$ cat config.mk
export PLATFORM = sky130hd
export DESIGN_NAME = wb_sram_ctrl
export DESIGN_NICKNAME = d
export VERILOG_FILES = /design/src/rtl/wb_sram_ctrl.sv
export SDC_FILE = /design/constraint.sdc
export NUM_CORES = 1
export LEC_CHECK = 0
export ABC_AREA = 1
export CAP_MARGIN = 20
export CORE_ASPECT_RATIO = 0.6
export CORE_UTILIZATION = 42
export DETAILED_ROUTE_END_ITERATION = 7
export GPL_TIMING_DRIVEN = 0
export PLACE_DENSITY_LB_ADDON = 0.12
export SKIP_LAST_GASP = 1
export SLEW_MARGIN = 20
export SYNTH_ARGS = -nofsm -noshare
export SYNTH_HDL_FRONTEND = slang
export SYNTH_SLANG_ARGS = --single-unit
$ cat constraint.sdc
create_clock -name clk -period 3.2 [get_ports clk]
set_input_delay 0.48 -clock clk [delete_from_list [all_inputs] [get_ports clk]]
set_output_delay 0.48 -clock clk [all_outputs]
set_load 0.005 [all_outputs]
$ cat src/rtl/wb_sram_ctrl.sv
// wb_sram_ctrl: Wishbone classic slave driving an asynchronous 32-bit SRAM bank.
// Each bus request becomes a timed SRAM read or write with programmable wait
// states, answered by a single-cycle registered ack. If cyc drops mid-cycle,
// the SRAM access still runs to completion and only the ack is suppressed.
module wb_sram_ctrl #(
  parameter int ADDR_WIDTH = 20,
  parameter int READ_WAIT  = 2,
  parameter int WRITE_WAIT = 2
) (
  input  logic                  clk,
  input  logic                  rst,
  input  logic                  wb_cyc_i,
  input  logic                  wb_stb_i,
  input  logic                  wb_we_i,
  input  logic [31:0]           wb_adr_i,
  input  logic [31:0]           wb_dat_i,
  input  logic [3:0]            wb_sel_i,
  output logic [31:0]           wb_dat_o,
  output logic                  wb_ack_o,
  output logic                  wb_err_o,
  output logic                  wb_rty_o,
  output logic [ADDR_WIDTH-1:0] sram_addr,
  input  logic [31:0]           sram_data_i,
  output logic [31:0]           sram_data_o,
  output logic                  sram_data_oe,
  output logic                  sram_ce_n,
  output logic                  sram_oe_n,
  output logic                  sram_we_n,
  output logic [3:0]            sram_be_n
);

  typedef enum logic [2:0] {IDLE, READ, WRITE, WRITE_HOLD, DONE} state_t;

  localparam logic [3:0] RD_LOAD = 4'(READ_WAIT - 1);
  localparam logic [3:0] WR_LOAD = 4'(WRITE_WAIT - 1);

  state_t                r_state, w_state_nxt;
  logic [3:0]            r_cnt, w_cnt_nxt;
  logic                  r_abort, w_abort_nxt;
  logic                  r_ack, w_ack_nxt;
  logic [31:0]           r_dat, w_dat_nxt;
  logic [ADDR_WIDTH-1:0] r_addr, w_addr_nxt;
  logic [31:0]           r_wdata, w_wdata_nxt;
  logic                  r_data_oe, w_data_oe_nxt;
  logic                  r_ce_n, w_ce_n_nxt;
  logic                  r_oe_n, w_oe_n_nxt;
  logic                  r_we_n, w_we_n_nxt;
  logic [3:0]            r_be_n, w_be_n_nxt;
  logic                  w_abort;
  logic                  w_unused_adr;

  // Abort is sticky once cyc drops inside an SRAM cycle.
  assign w_abort      = r_abort | ~wb_cyc_i;
  // Bank decoding is done by the arbiter, so upper and byte-lane bits are unused.
  assign w_unused_adr = ^{wb_adr_i[31:ADDR_WIDTH+2], wb_adr_i[1:0]};

  // Next-state and next-output decode for the SRAM cycle sequencer.
  always_comb begin
    // NOTE: every signal gets a default first so no path leaves one unassigned (no latches).
    w_state_nxt   = r_state;
    w_cnt_nxt     = r_cnt;
    w_abort_nxt   = r_abort;
    w_ack_nxt     = 1'b0;
    w_dat_nxt     = r_dat;
    w_addr_nxt    = r_addr;
    w_wdata_nxt   = r_wdata;
    w_data_oe_nxt = r_data_oe;
    w_ce_n_nxt    = r_ce_n;
    w_oe_n_nxt    = r_oe_n;
    w_we_n_nxt    = r_we_n;
    w_be_n_nxt    = r_be_n;
    unique case (r_state)
      IDLE: begin
        if (wb_cyc_i && wb_stb_i) begin
          w_addr_nxt  = wb_adr_i[ADDR_WIDTH+1:2];
          w_wdata_nxt = wb_dat_i;
          w_ce_n_nxt  = 1'b0;
          w_abort_nxt = 1'b0;
          if (wb_we_i) begin
            w_state_nxt   = WRITE;
            w_cnt_nxt     = WR_LOAD;
            w_data_oe_nxt = 1'b1;
            // An all-zero select still runs the timed cycle but never strobes we_n.
            w_we_n_nxt    = (wb_sel_i == 4'b0000);
            w_be_n_nxt    = ~wb_sel_i;
          end else begin
            w_state_nxt = READ;
            w_cnt_nxt   = RD_LOAD;
            w_oe_n_nxt  = 1'b0;
            w_be_n_nxt  = 4'b0000;
          end
        end
      end
      READ: begin
        w_abort_nxt = w_abort;
        if (r_cnt == 4'd0) begin
          w_ce_n_nxt = 1'b1;
          w_oe_n_nxt = 1'b1;
          w_be_n_nxt = 4'hF;
          if (w_abort) begin
            w_state_nxt = IDLE;
          end else begin
            w_dat_nxt   = sram_data_i;
            w_ack_nxt   = 1'b1;
            w_state_nxt = DONE;
          end
        end else begin
          w_cnt_nxt = r_cnt - 4'd1;
        end
      end
      WRITE: begin
        w_abort_nxt = w_abort;
        if (r_cnt == 4'd0) begin
          w_we_n_nxt  = 1'b1;
          w_state_nxt = WRITE_HOLD;
        end else begin
          w_cnt_nxt = r_cnt - 4'd1;
        end
      end
      WRITE_HOLD: begin
        // Data and chip enable were held one extra cycle for SRAM hold time.
        w_ce_n_nxt    = 1'b1;
        w_data_oe_nxt = 1'b0;
        w_be_n_nxt    = 4'hF;
        w_abort_nxt   = w_abort;
        if (w_abort) begin
          w_state_nxt = IDLE;
        end else begin
          w_ack_nxt   = 1'b1;
          w_state_nxt = DONE;
        end
      end
      DONE: begin
        // Ack is high here; IDLE is entered without sampling so a held stb is not re-run.
        w_state_nxt = IDLE;
      end
      default: w_state_nxt = IDLE;
    endcase
  end

  // State and output registers with synchronous active-low reset.
  always_ff @(posedge clk) begin
    // NOTE: non-blocking assignments so every register samples pre-edge values.
    if (!rst) begin
      r_state   <= IDLE;
      r_cnt     <= 4'd0;
      r_abort   <= 1'b0;
      r_ack     <= 1'b0;
      r_dat     <= 32'h0;
      r_addr    <= '0;
      r_wdata   <= 32'h0;
      r_data_oe <= 1'b0;
      r_ce_n    <= 1'b1;
      r_oe_n    <= 1'b1;
      r_we_n    <= 1'b1;
      r_be_n    <= 4'hF;
    end else begin
      r_state   <= w_state_nxt;
      r_cnt     <= w_cnt_nxt;
      r_abort   <= w_abort_nxt;
      r_ack     <= w_ack_nxt;
      r_dat     <= w_dat_nxt;
      r_addr    <= w_addr_nxt;
      r_wdata   <= w_wdata_nxt;
      r_data_oe <= w_data_oe_nxt;
      r_ce_n    <= w_ce_n_nxt;
      r_oe_n    <= w_oe_n_nxt;
      r_we_n    <= w_we_n_nxt;
      r_be_n    <= w_be_n_nxt;
    end
  end

  assign wb_dat_o     = r_dat;
  assign wb_ack_o     = r_ack;
  assign wb_err_o     = 1'b0;
  assign wb_rty_o     = 1'b0;
  assign sram_addr    = r_addr;
  assign sram_data_o  = r_wdata;
  assign sram_data_oe = r_data_oe;
  assign sram_ce_n    = r_ce_n;
  assign sram_oe_n    = r_oe_n;
  assign sram_we_n    = r_we_n;
  assign sram_be_n    = r_be_n;

endmodule

==> Implementation_results.wiki <==
{| class="wikitable"
! Metric !! Value
|-
| Status || finished, violations left
|-
| Failing checks || design-rule violations
|-
| Number of antenna violations at the first check in global routing || 0
|-
| RSZ-0062 raised after global routing || false
|-
| TritonCTS Sinks || 101
|-
| Antenna diode instance count || 0
|-
| Hold Crit Start || sram_data_o[9]
|-
| Cts hold-fix bufs || 0
|-
| Initial Util || 0.441
|-
| Ratio of final minimum period to clock period || 0.582
|-
| Area of the core || 8690 µm²
|-
| Wire length of the first global-routing pass || 17900 µm
|-
| Transition time at the pin with the least slew margin || 0.527 ns
|-
| Vias in the first global route || 3789
|-
| Grt total ovfl || 0
|-
| Classification of the worst-slack hold path || reg -> reg
|-
| Internal power consumption || just under 3 mW
|-
| Routed met2 length || 4800 µm
|-
| Global-route usage over all layers || 0.235
|-
| Final HPWL from detailed placement || slightly above 8000 µm
|-
| Antenna viol nets, final || 0
|-
| Kind of cell with the highest combined delay on the critical path || buffers and inverters
|-
| Avg Vias per Cell || 4.75
|-
| Number of buffers added by the clock tree synthesis step || 9
|-
| Required time of the worst setup path || 3.40 ns
|-
| Area of combinational cells with multiple inputs || 1550 µm²
|-
| Most instantiated flip-flop cell in the synthesis netlist || sky130_fd_sc_hd__dfxtp_1
|-
| Max Freq || 0.537 GHz
|-
| Largest clock skew in the final design || ~0.010 ns
|-
| Delay of the slowest cell on the worst path || 0.55 ns
|-
| Floorplan die width || between 100 and 150 µm
|-
| Switching pwr || 1.33 mW
|-
| Synth area leader || sky130_fd_sc_hd__dfxtp_1
|-
| Max Buffers Root-to-Sink || 2
|-
| Dominant cells by area after synthesis || sky130_fd_sc_hd__dfxtp_1, sky130_fd_sc_hd__nand2_1, sky130_fd_sc_hd__nor2_1, sky130_fd_sc_hd__a21oi_1, sky130_fd_sc_hd__o21ai_0
|-
| Average size of a mapped cell || between 7 and 8 µm²
|-
| Sequential cell area in the final layout || 2020 µm²
|-
| Gate count of the mapped netlist || a little under 500
|-
| Number of failing hold endpoints at the final stage || 0
|-
| Number of resized instances in the post-cts repair step || 0
|-
| Clock latency at the later pin of the worst-skew pair || 0.34 ns
|-
| Worst R2R Start || r_cnt[0]
|-
| Post-DR wirelength/cell || 13.4 µm
|-
| Part of the Yosys area used for sequential elements || 0.528
|-
| Power density normalized to cell area || 689 nW/µm²
|-
| CP Launch Type || input port
|-
| Top-count cell post-synth || sky130_fd_sc_hd__nand2_1
|-
| Top-Level Pins || 200
|-
| Post-detailed-placement cell area || 5830 µm²
|-
| IR Drop Worst-Case VDD || 348 µV
|-
| Arr. time, crit path || 2.06 ns
|-
| Pleak || 2.35 nW
|-
| Worst Setup Path Type || in -> reg
|-
| Top post-synthesis cells by count || sky130_fd_sc_hd__nand2_1, sky130_fd_sc_hd__dfxtp_1, sky130_fd_sc_hd__nor2_1
|-
| Number of placed cells counting well taps || 790
|-
| FILL cells || 701
|-
| Count of port buffers added during placement || 185
|-
| # nets final || approximately 800
|-
| Cell area after technology mapping || 3830 µm²
|-
| Count of final setup violators || 0
|-
| Clock transition at path regs || 0.07 ns
|-
| Master of the slowest instance on the critical path || sky130_fd_sc_hd__clkdlybuf4s50_1
|-
| Count of routing violations after the opening detailed-route iteration || about 180
|-
| Slew Viols, Final || 0
|-
| Root Driver || sky130_fd_sc_hd__clkbuf_16
|-
| Highest routing layer actually used || met4
|-
| Share of power burned in the clock network || 0.259
|-
| Count of yosys warnings during synthesis || 0
|-
| Most common cell on crit path || sky130_fd_sc_hd__clkbuf_1
|-
| Sum of met3 wire segment lengths after detailed routing || between 900 and 1000 µm
|-
| Total Routed Length || 10800 µm
|-
| Crit path cell chain || clkdlybuf4s50_1 > inv_2 > clkbuf_1 > clkbuf_1 > a21oi_1
|-
| Design Power || 4.22 mW
|-
| Part of the power in registers || 0.386
|-
| M1 wire length || 4990 µm
|-
| Minimum clock period || 1.86 ns
|-
| Post-Route Setup TNS || 0 ns
|-
| Number of non-filler instances in the completed layout || between 800 and 900
|-
| Height of the chip || 76.0 µm
|-
| Layout cell share with drive strength beyond 1 || 0.0677
|-
| Launch point of the worst path || rst
|-
| Buf+Inv Stages, Crit Path || 4
|-
| Vias after detailed routing || 3827
|-
| Register bit count reported by yosys || roughly 100
|-
| Buffers inserted during post-CTS setup optimization || 0
|-
| Drt pass-1 iters || 8
|-
| H-tree levels || 3
|-
| Switching Fraction || 0.316
|-
| Worst slew margin relative to its limit || 0.649
|-
| Pin count of the biggest net entering global routing || 17
|-
| Die area || 9520 µm²
|-
| Clock tree from TritonCTS || built
|-
| Final GP Congestion || 0.840
|-
| Critical path fanouts, max || 10
|-
| Combinational share of power || 0.355
|-
| Worst Setup End Kind || register
|-
| EDFF count, synth || 0
|-
| Post-route cell area || 6130 µm²
|-
| Async set-reset flop share out of synthesis || 0
|-
| Top-area cell type share of the netlist area || 0.528
|-
| Layout Area Growth over Synthesis || 60.0%
|-
| Number of max-cap violations || 0
|-
| Number of standard-cell rows in the floorplan || 26
|-
| Number of library cell types mapped by synthesis || 27
|-
| Final routed DRC violation total || 8
|}
==> sequential cells by signal, indices dropped and copies added, names as in the netlist <==
name          cells
sram_data_o      32
sram_ce_n         1
wb_ack_o          1
r_state           3
sram_oe_n         1
sram_be_n         4
sram_addr        20
r_abort           1
sram_we_n         1
r_cnt             4
wb_dat_o         32
sram_data_oe      1
==> cells in the final DEF, fill, tap and decap left out, types with 2 or more instances in the layout <==
master and instances:
sky130_fd_sc_hd__o21ai_1 9, sky130_fd_sc_hd__buf_6 10, sky130_fd_sc_hd__buf_2 6, sky130_fd_sc_hd__dfxtp_1 101
sky130_fd_sc_hd__clkbuf_16 9, sky130_fd_sc_hd__nand3_1 16, sky130_fd_sc_hd__nor2_1 78, sky130_fd_sc_hd__buf_4 3
sky130_fd_sc_hd__ha_1 2, sky130_fd_sc_hd__nand2_1 136, sky130_fd_sc_hd__nand2_4 3, sky130_fd_sc_hd__nand4_1 5
sky130_fd_sc_hd__nor2_4 2, sky130_fd_sc_hd__a21oi_1 57, sky130_fd_sc_hd__inv_1 10, sky130_fd_sc_hd__clkbuf_1 11
sky130_fd_sc_hd__inv_2 3, sky130_fd_sc_hd__conb_1 2, sky130_fd_sc_hd__o21ai_0 29, sky130_fd_sc_hd__nor3_1 2
sky130_fd_sc_hd__o21a_1 2, sky130_fd_sc_hd__clkinv_4 2, sky130_fd_sc_hd__clkdlybuf4s50_1 185
==> worst register-to-register path: stages, from the launching register on <==
cell and delay (ns):
sky130_fd_sc_hd__dfxtp_1 0.32, sky130_fd_sc_hd__inv_1 0.11, sky130_fd_sc_hd__ha_1 0.18, sky130_fd_sc_hd__nand2_2 0.10, sky130_fd_sc_hd__nor2_4 0.16, sky130_fd_sc_hd__nand2_4 0.11
sky130_fd_sc_hd__clkbuf_2 0.19, sky130_fd_sc_hd__o21ai_0 0.21, sky130_fd_sc_hd__nor2_1 0.07
==> area by class of cell <==
| type | count | share of cell area |
|---|---|---|
| Buffer | 30 | 0.0339 |
| Clock buffer | 11 | 0.0396 |
| Clock inverter | 5 | 0.00980 |
| Inverter | 14 | 0.00898 |
| Multi-Input combinational cell | 348 | 0.253 |
| Sequential cell | 101 | 0.330 |
| Tap cell | 112 | 0.0229 |
| Timing Repair Buffer | 185 | 0.302 |
==> layer usage <==
| metal | up-vias | GRT usage |
|---|---|---|
| met5 | - | 0 |
| li1 | 1972 | - |
| met2 | 124 | 0.387 |
| met1 | 1724 | 0.291 |
| met3 | 7 | 0.0885 |
| met4 | 0 | 0.0549 |
==> kinds of logic (layout without fill, tap and decap cells) <==
| group | Yosys count | after routing | synth area share |
|---|---|---|---|
| XOR/XNOR | 1 | 1 | 0.00229 |
| AO/OA/AOI/OAI | 98 | 98 | 0.130 |
| flip-flops | 101 | 101 | 0.528 |
| AND/OR/NAND/NOR | 245 | 245 | 0.264 |
| adder cells (fa/ha/maj) | 2 | 2 | 0.00653 |
| buffers and inverters | 44 | 245 | 0.0686 |
| other | 1 | 2 | 0.000979 |
==> worst paths after layout <==
kind         cells past startpoint               to  slack, ns
max reg2reg                      8     wb_dat_o[20]       1.64
max                              5  sram_data_o[12]       1.34
min                              2   sram_data_o[9]       0.46
min reg2reg                      2   sram_data_o[9]       0.46
==> power by group through the flow <==
stage	clock, mW	sequential [mW]	combinational (mW)
6_report	1.09	1.63	1.50
5_1_grt	1.18	1.66	1.67
4_1_cts	1.12	1.63	1.50
3_5_place_dp	0	1.65	1.49
3_3_place_gp	0	1.64	1.46
2_1_floorplan	0	1.66	0.788
==> stage by stage <==
stage	hold WS [ns]	setup WS (ns)	utilization
after floorplan	0.442	1.87	-
after global placement	0.435	0.989	0.671
after detailed placement	0.450	0.974	0.671
after CTS	0.463	1.33	0.706
after global routing	0.478	1.20	0.706
final	0.463	1.34	0.706
No activity file was read; power rests on OpenSTA's default activity.
